$ cat config.mk
export PLATFORM = sky130hd
export DESIGN_NAME = uart_rx_oversampled
export DESIGN_NICKNAME = d
export VERILOG_FILES = /design/src/rtl/uart_pkg.sv /design/src/rtl/uart_baud_gen.sv /design/src/rtl/uart_rx_oversampled.sv
export SDC_FILE = /design/constraint.sdc
export NUM_CORES = 1
export LEC_CHECK = 0
export CAP_MARGIN = 20
export CORE_ASPECT_RATIO = 1.1
export CORE_MARGIN = 2
export CORE_UTILIZATION = 60
export CTS_BUF_LIST = sky130_fd_sc_hd__clkbuf_4
export CTS_CLUSTER_SIZE = 24
export DETAILED_ROUTE_END_ITERATION = 12
export PLACE_DENSITY = 0.81
export SYNTH_ARGS = -nofsm -noshare
export SYNTH_HDL_FRONTEND = slang
export SYNTH_SLANG_ARGS = --single-unit
$ cat constraint.sdc
create_clock -name clk -period 2.2 [get_ports clk]
set_clock_uncertainty 0.05 [all_clocks]
set_input_delay 0.33 -clock clk [delete_from_list [all_inputs] [get_ports clk]]
set_output_delay 0.33 -clock clk [all_outputs]
set_load 0.02 [all_outputs]
$ cat src/rtl/uart_pkg.sv
// Shared types and constants for the oversampled UART receive path.
package uart_pkg;

    typedef enum logic [2:0] {
        IDLE     = 3'd0,
        START    = 3'd1,
        DATA     = 3'd2,
        PARITY   = 3'd3,
        STOP     = 3'd4,
        BRK_WAIT = 3'd5
    } rx_state_t;

    localparam int unsigned UART_OVERSAMPLE = 16;
    localparam int unsigned UART_VOTE_FIRST = 7;
    localparam int unsigned UART_VOTE_LAST  = 9;
    localparam int unsigned SAMPLE_W        = 4;
    localparam int unsigned DATA_W          = 8;

    // Payload held in the single-entry output register.
    typedef struct packed {
        logic [DATA_W-1:0] data;
        logic              parity_err;
        logic              frame_err;
        logic              brk;
        logic              overrun;
    } rx_word_t;

    // Clocks per sample tick; never below 1 so the tick generator always runs.
    function automatic int unsigned calc_div(input int unsigned clk_freq,
                                             input int unsigned baud,
                                             input int unsigned os);
        int unsigned d;
        d = clk_freq / (baud * os);
        return (d == 0) ? 1 : d;
    endfunction

endpackage

$ cat src/rtl/uart_baud_gen.sv
// Sample-tick generator: one-clock pulse every DIV clocks, realignable to a start edge.
module uart_baud_gen
    import uart_pkg::*;
#(
    parameter int unsigned CLK_FREQ   = 50000000,
    parameter int unsigned BAUD_RATE  = 9600,
    parameter int unsigned OVERSAMPLE = 16
) (
    input  logic clk,
    input  logic rst_n,
    input  logic restart,
    output logic tick
);

    localparam int unsigned DIV   = calc_div(CLK_FREQ, BAUD_RATE, OVERSAMPLE);
    localparam int unsigned CNT_W = (DIV > 1) ? $clog2(DIV) : 1;
    localparam logic [CNT_W-1:0] CNT_MAX = CNT_W'(DIV - 1);

    logic [CNT_W-1:0] cnt;

    always_ff @(posedge clk or negedge rst_n) begin
        if (!rst_n) begin
            cnt  <= '0;
            tick <= 1'b0;
        end else if (restart) begin
            cnt  <= '0;
            tick <= 1'b0;
        end else if (cnt == CNT_MAX) begin
            cnt  <= '0;
            tick <= 1'b1;
        end else begin
            cnt  <= cnt + 1'b1;
            tick <= 1'b0;
        end
    end

endmodule

$ cat src/rtl/uart_rx_oversampled.sv
// 16x oversampled UART receiver with majority voting, error flags and a
// one-entry valid/ready output register.
module uart_rx_oversampled
    import uart_pkg::*;
#(
    parameter int unsigned CLK_FREQ   = 50000000,
    parameter int unsigned BAUD_RATE  = 9600,
    parameter int unsigned OVERSAMPLE = 16,
    parameter int unsigned PARITY_EN  = 1,
    parameter int unsigned PARITY_ODD = 0
) (
    input  logic              clk,
    input  logic              rst_n,
    input  logic              RX,
    output logic [DATA_W-1:0] rx_data,
    output logic              rx_valid,
    input  logic              rx_ready,
    output logic              rx_parity_err,
    output logic              rx_frame_err,
    output logic              rx_break,
    output logic              rx_overrun,
    output logic              UART_Busy
);

    localparam logic [SAMPLE_W-1:0] S_V1  = SAMPLE_W'(UART_VOTE_FIRST);
    localparam logic [SAMPLE_W-1:0] S_V2  = SAMPLE_W'(UART_VOTE_FIRST + 1);
    localparam logic [SAMPLE_W-1:0] S_DEC = SAMPLE_W'(UART_VOTE_LAST);
    localparam logic [SAMPLE_W-1:0] S_END = SAMPLE_W'(UART_OVERSAMPLE - 1);
    localparam logic                ODD   = (PARITY_ODD != 0);
    localparam logic                HAS_P = (PARITY_EN != 0);

    rx_state_t         state;
    logic              rx_meta;
    logic              rx_s;
    logic              tick;
    logic [SAMPLE_W-1:0] sample_cnt;
    logic [3:0]        bit_idx;
    logic              v7;
    logic              v8;
    logic [DATA_W-1:0] rx_shift;
    logic              par_bit;
    logic              parity_err_q;
    rx_word_t          word_q;

    logic              start_edge_c;
    logic              vote_c;
    logic              commit_c;
    rx_word_t          word_c;

    // Two-flop synchronizer; idles high so reset does not look like a start bit.
    always_ff @(posedge clk or negedge rst_n) begin
        if (!rst_n) begin
            rx_meta <= 1'b1;
            rx_s    <= 1'b1;
        end else begin
            rx_meta <= RX;
            rx_s    <= rx_meta;
        end
    end

    assign start_edge_c = (state == IDLE) && !rx_s;
    assign vote_c       = (v7 & v8) | (v7 & rx_s) | (v8 & rx_s);
    assign commit_c     = (state == STOP) && tick && (sample_cnt == S_DEC);

    uart_baud_gen #(
        .CLK_FREQ  (CLK_FREQ),
        .BAUD_RATE (BAUD_RATE),
        .OVERSAMPLE(OVERSAMPLE)
    ) u_baud (
        .clk    (clk),
        .rst_n  (rst_n),
        .restart(start_edge_c),
        .tick   (tick)
    );

    // Receive FSM; UART_Busy is updated together with every state change.
    always_ff @(posedge clk or negedge rst_n) begin
        if (!rst_n) begin
            state        <= IDLE;
            UART_Busy    <= 1'b0;
            sample_cnt   <= '0;
            bit_idx      <= '0;
            v7           <= 1'b1;
            v8           <= 1'b1;
            rx_shift     <= '0;
            par_bit      <= 1'b0;
            parity_err_q <= 1'b0;
        end else begin
            if (tick && sample_cnt == S_V1) v7 <= rx_s;
            if (tick && sample_cnt == S_V2) v8 <= rx_s;
            case (state)
                IDLE: begin
                    if (!rx_s) begin
                        state        <= START;
                        UART_Busy    <= 1'b1;
                        sample_cnt   <= '0;
                        bit_idx      <= '0;
                        par_bit      <= 1'b0;
                        parity_err_q <= 1'b0;
                    end
                end
                START: begin
                    if (tick) begin
                        sample_cnt <= sample_cnt + 1'b1;
                        if (sample_cnt == S_DEC && vote_c) begin
                            state     <= IDLE;
                            UART_Busy <= 1'b0;
                        end else if (sample_cnt == S_END) begin
                            state   <= DATA;
                            bit_idx <= '0;
                        end
                    end
                end
                DATA: begin
                    if (tick) begin
                        sample_cnt <= sample_cnt + 1'b1;
                        if (sample_cnt == S_DEC) rx_shift[bit_idx[2:0]] <= vote_c;
                        if (sample_cnt == S_END) begin
                            if (bit_idx == 4'd7) state <= HAS_P ? PARITY : STOP;
                            else                 bit_idx <= bit_idx + 1'b1;
                        end
                    end
                end
                PARITY: begin
                    if (tick) begin
                        sample_cnt <= sample_cnt + 1'b1;
                        if (sample_cnt == S_DEC) begin
                            par_bit      <= vote_c;
                            parity_err_q <= vote_c != (^rx_shift ^ ODD);
                        end
                        if (sample_cnt == S_END) state <= STOP;
                    end
                end
                STOP: begin
                    if (tick) begin
                        sample_cnt <= sample_cnt + 1'b1;
                        if (sample_cnt == S_DEC) begin
                            state     <= vote_c ? IDLE : BRK_WAIT;
                            UART_Busy <= !vote_c;
                        end
                    end
                end
                BRK_WAIT: begin
                    if (rx_s) begin
                        state     <= IDLE;
                        UART_Busy <= 1'b0;
                    end
                end
                default: begin
                    state     <= IDLE;
                    UART_Busy <= 1'b0;
                end
            endcase
        end
    end

    always_comb begin
        word_c            = '0;
        word_c.data       = rx_shift;
        word_c.parity_err = parity_err_q;
        word_c.frame_err  = !vote_c;
        word_c.brk        = !vote_c && (rx_shift == '0) && (!par_bit || !HAS_P);
        word_c.overrun    = 1'b0;
    end

    // One-entry holding register: a frame arriving while the slot is still
    // owned by the consumer is dropped and only marks the held word overrun.
    always_ff @(posedge clk or negedge rst_n) begin
        if (!rst_n) begin
            word_q   <= '0;
            rx_valid <= 1'b0;
        end else if (commit_c) begin
            if (!rx_valid || rx_ready) begin
                word_q   <= word_c;
                rx_valid <= 1'b1;
            end else begin
                word_q.overrun <= 1'b1;
            end
        end else if (rx_valid && rx_ready) begin
            rx_valid <= 1'b0;
        end
    end

    assign rx_data       = word_q.data;
    assign rx_parity_err = word_q.parity_err;
    assign rx_frame_err  = word_q.frame_err;
    assign rx_break      = word_q.brk;
    assign rx_overrun    = word_q.overrun;

endmodule

==> impl_metrics.ini, run 1 <==
[job]
maxCapViolCount = 0

[status]
status = finished, final reports clean

[global_routing]
grt_max_degree = 28
grt_overflow = 0
grt_pass1_vias = 1889
track_usage = 0.234
antenna_found_initial = 0
grt_pass1_wl_mm = 8.56

[critical_path]
reg2reg_from = bit_idx[1]
end_kind = flip-flop
cpMaxStageDelayCell = dfrtp_1
path_max_fanout = 9
cp-start-kind = flip-flop
worstRegToRegCells = 6
critical_path.cell_chain = ha_1 -> nand3b_1 -> or3_1 -> a21o_1 -> or3b_1 -> mux2i_1
path_class = flip-flop to flip-flop
critPathArrivalTime_ns = 2.33
reg2reg_slack_ns = 0.13
max_stage_delay_ns = 0.54
timing.rr.end = state[0]
worstPathRequired_ns = 2.45

[synth]
synth_fp_nets = 282
syn_area_sq_um = 2570
yosysTopAreaCellShare = 0.438
yosysUniqueCellTypes = 45
synthTopCellsByArea = dfrtp_1 (44%), ha_1 (4.9%), nand2_1 (4.5%)
syn_inst = 268
synth_seq_cells = 49
synth_largest_area_cell = dfrtp_1
synth-main-ff-cell = dfrtp_1
yosysWarningCount = 0
synth_edf_count = 0
async_reset_ff_frac = 1.00
postSynthAreaPerCell_sq_um = 9.58
synth-seq-area-share = 0.479

[route]
first_pass_iters = 4
vias = 1949
m1WireLength_mm = 2.14
wl_per_cell_microns = 14.3
dr_wl_met2_mm = 2.45
drtIter0Drc = 175
ant_nets = 0
wl_mm = 4.86
drc = 0
top_layer = met4
vias_per_cell = 5.72
dr_wl_met3_microns = 180

[timing]
max_freq_mhz = 483
slew_headroom = 0.653
hold_viol = 0
grt_setup_unrepaired = no
slew_viol_final = 0
finalSetupTns_ns = 0
fin_crit_ns = 2.07
tightestPinTransition_ns = 0.521
period_share = 0.942
setup_viol = 0

[cts]
clk_pin_slew_worst_paths_ns = 0.14
cts_max_path_buffers = 2
cts_buffers = 5
tritoncts = done
clock-root-buffer = clkbuf_4
numClockSinks = 49
clkLatencyLatePin_ns = 0.39
htree_levels = 2

[layout]
area_delta_synth_final_pct = 11.3
diodes = 0
nFillCells = 309
layout.nets = 302
drive_gt1_frac = 0.128

[worst_hold_path]
min_to = rx_meta
holdCritPathClass = input pin to flip-flop
hold_start = RX
whs_path_depth = 1

[floorplanning]
die_height_microns = 72.6
fp.dieW_microns = 66.4
num_rows = 24
dieArea_sq_um = 4820
initial_utilization = 0.638
ioPinCount = 18
design.core.area_sq_um = 4020

[power]
ir_drop_mv = 0.425
power.leakage_uw = 0.00127
total_power_uw = 1360
power_density_nw_per_um2 = 476

[placed_design]
hpwl_mm = 3.61
numPortBuffers = 17
gp_congestion = 0.880
==> cell families after synthesis <==
logic type / Yosys count / synth area share
buffers and inverters: 28 / 0.0565
AO/OA/AOI/OAI: 46 / 0.107
flip-flops: 49 / 0.479
multiplexers: 10 / 0.0404
XOR/XNOR: 11 / 0.0375
AND/OR/NAND/NOR: 113 / 0.227
adder cells (fa/ha/maj): 11 / 0.0526
==> routing by layer <==
| layer | up-vias | track usage |
|---|---|---|
| met4 | 0 | 0.0862 |
| met2 | 47 | 0.392 |
| met5 | - | 0 |
| li1 | 966 | - |
| met1 | 925 | 0.304 |
| met3 | 11 | 0.0417 |
==> timing repair <==
item	CTS	global route
setup endpoints to repair	0	2
setup buffers	0	0
resized for setup	0	1
endpoints found under the hold margin	22	0
hold buffers	1	0
==> worst max-delay path, delay by kind of cell (launching register included) <==
family,cells,cell delay (ns)
flip-flops,1,0.54
multiplexers,1,0.13
AO/OA/AOI/OAI,1,0.21
AND/OR/NAND/NOR,3,0.85
adder cells (fa/ha/maj),1,0.24
==> Yosys cell counts, types with 6 or more instances <==
cell       n
dfrtp_1   45
nand2_1   31
nor2_1    28
o21ai_0   23
inv_1     14
nand3_1   13
ha_1      10
nor3_1    10
mux2i_1    7
a21oi_1    6
clkbuf_1   6
xnor2_1    6
==> area by class of cell <==
cell class,instances,area (sq um),area share
inverters,14,52.6,0.0184
flip-flops and latches,49,1230,0.431
clock buffers,5,37.5,0.0131
clock inverters,3,20.0,0.00700
repair buffers,27,255,0.0893
well taps,52,65.1,0.0228
multi-input cells,191,1200,0.419
==> state kept, by name, summed over array words and instances, names as in the netlist <==
register,cells
rx_parity_err,1
par_bit,1
rx_overrun,1
bit_idx,4
v7,1
parity_err_q,1
UART_Busy,1
rx_s,1
rx_data,8
rx_meta,1
rx_frame_err,1
v8,1
rx_shift,8
sample_cnt,4
rx_break,1
u_baud.tick,1
state,3
u_baud.cnt,9
rx_valid,1
==> layout by cell type (no fill, tap or decap), types with 4 or more instances in the layout <==
| master | count |
|---|---|
| xor2_1 | 5 |
| nor3_1 | 10 |
| a21oi_1 | 6 |
| nor2_1 | 28 |
| xnor2_1 | 6 |
| ha_1 | 10 |
| dfstp_2 | 4 |
| or3_1 | 4 |
| dfrtp_1 | 45 |
| clkbuf_4 | 5 |
| mux2i_1 | 7 |
| nand3_1 | 13 |
| inv_1 | 14 |
| buf_4 | 8 |
| nand2_1 | 31 |
| a31oi_1 | 4 |
| o21ai_0 | 23 |
| clkdlybuf4s50_1 | 16 |
==> worst max-delay path by stage <==
stage	startpoint	endpoint	slack, ns	depth (start not counted)
6_report	bit_idx[1]	state[0]	0.13	6
5_1_grt	bit_idx[1]	state[0]	0.01	6
4_1_cts	sample_cnt[1]	state[2]	0.12	7
3_5_place_dp	sample_cnt[1]	UART_Busy	0.14	7
3_3_place_gp	sample_cnt[1]	UART_Busy	0.25	7
2_1_floorplan	sample_cnt[1]	UART_Busy	0.34	7
==> power breakdown <==
| part | leakage (uW) | total, uW | switching (uW) | internal [uW] |
|---|---|---|---|---|
| Clock | 0.0000292 | 428 | 303 | 125 |
| Combinational | 0.000592 | 26.8 | 17.8 | 8.99 |
| Sequential | 0.000650 | 907 | 2.75 | 905 |
| Total | 0.00127 | 1360 | 323 | 1040 |
==> stage by stage <==
step / cells / util / setup WS (ns) / hold WS, ns / cell area, sq um
floorplan: 268 / - / 0.338 / -0.0156 / 2570
global placement: 332 / 0.692 / 0.251 / 0.285 / 2790
detailed placement: 332 / 0.692 / 0.137 / 0.284 / 2790
CTS: 341 / 0.709 / 0.123 / 0.289 / 2850
global route: 341 / 0.711 / 0.0135 / 0.281 / 2860
finish: 341 / 0.711 / 0.128 / 0.299 / 2860
Power figures use the tool's default switching activity.
==> run 2, diff against run 1 <==
- ABC_CLOCK_PERIOD_IN_PS: unset -> 2200
==> results of run 2 <==
The final DEF is identical to that of run 1; final timing and power are the same.
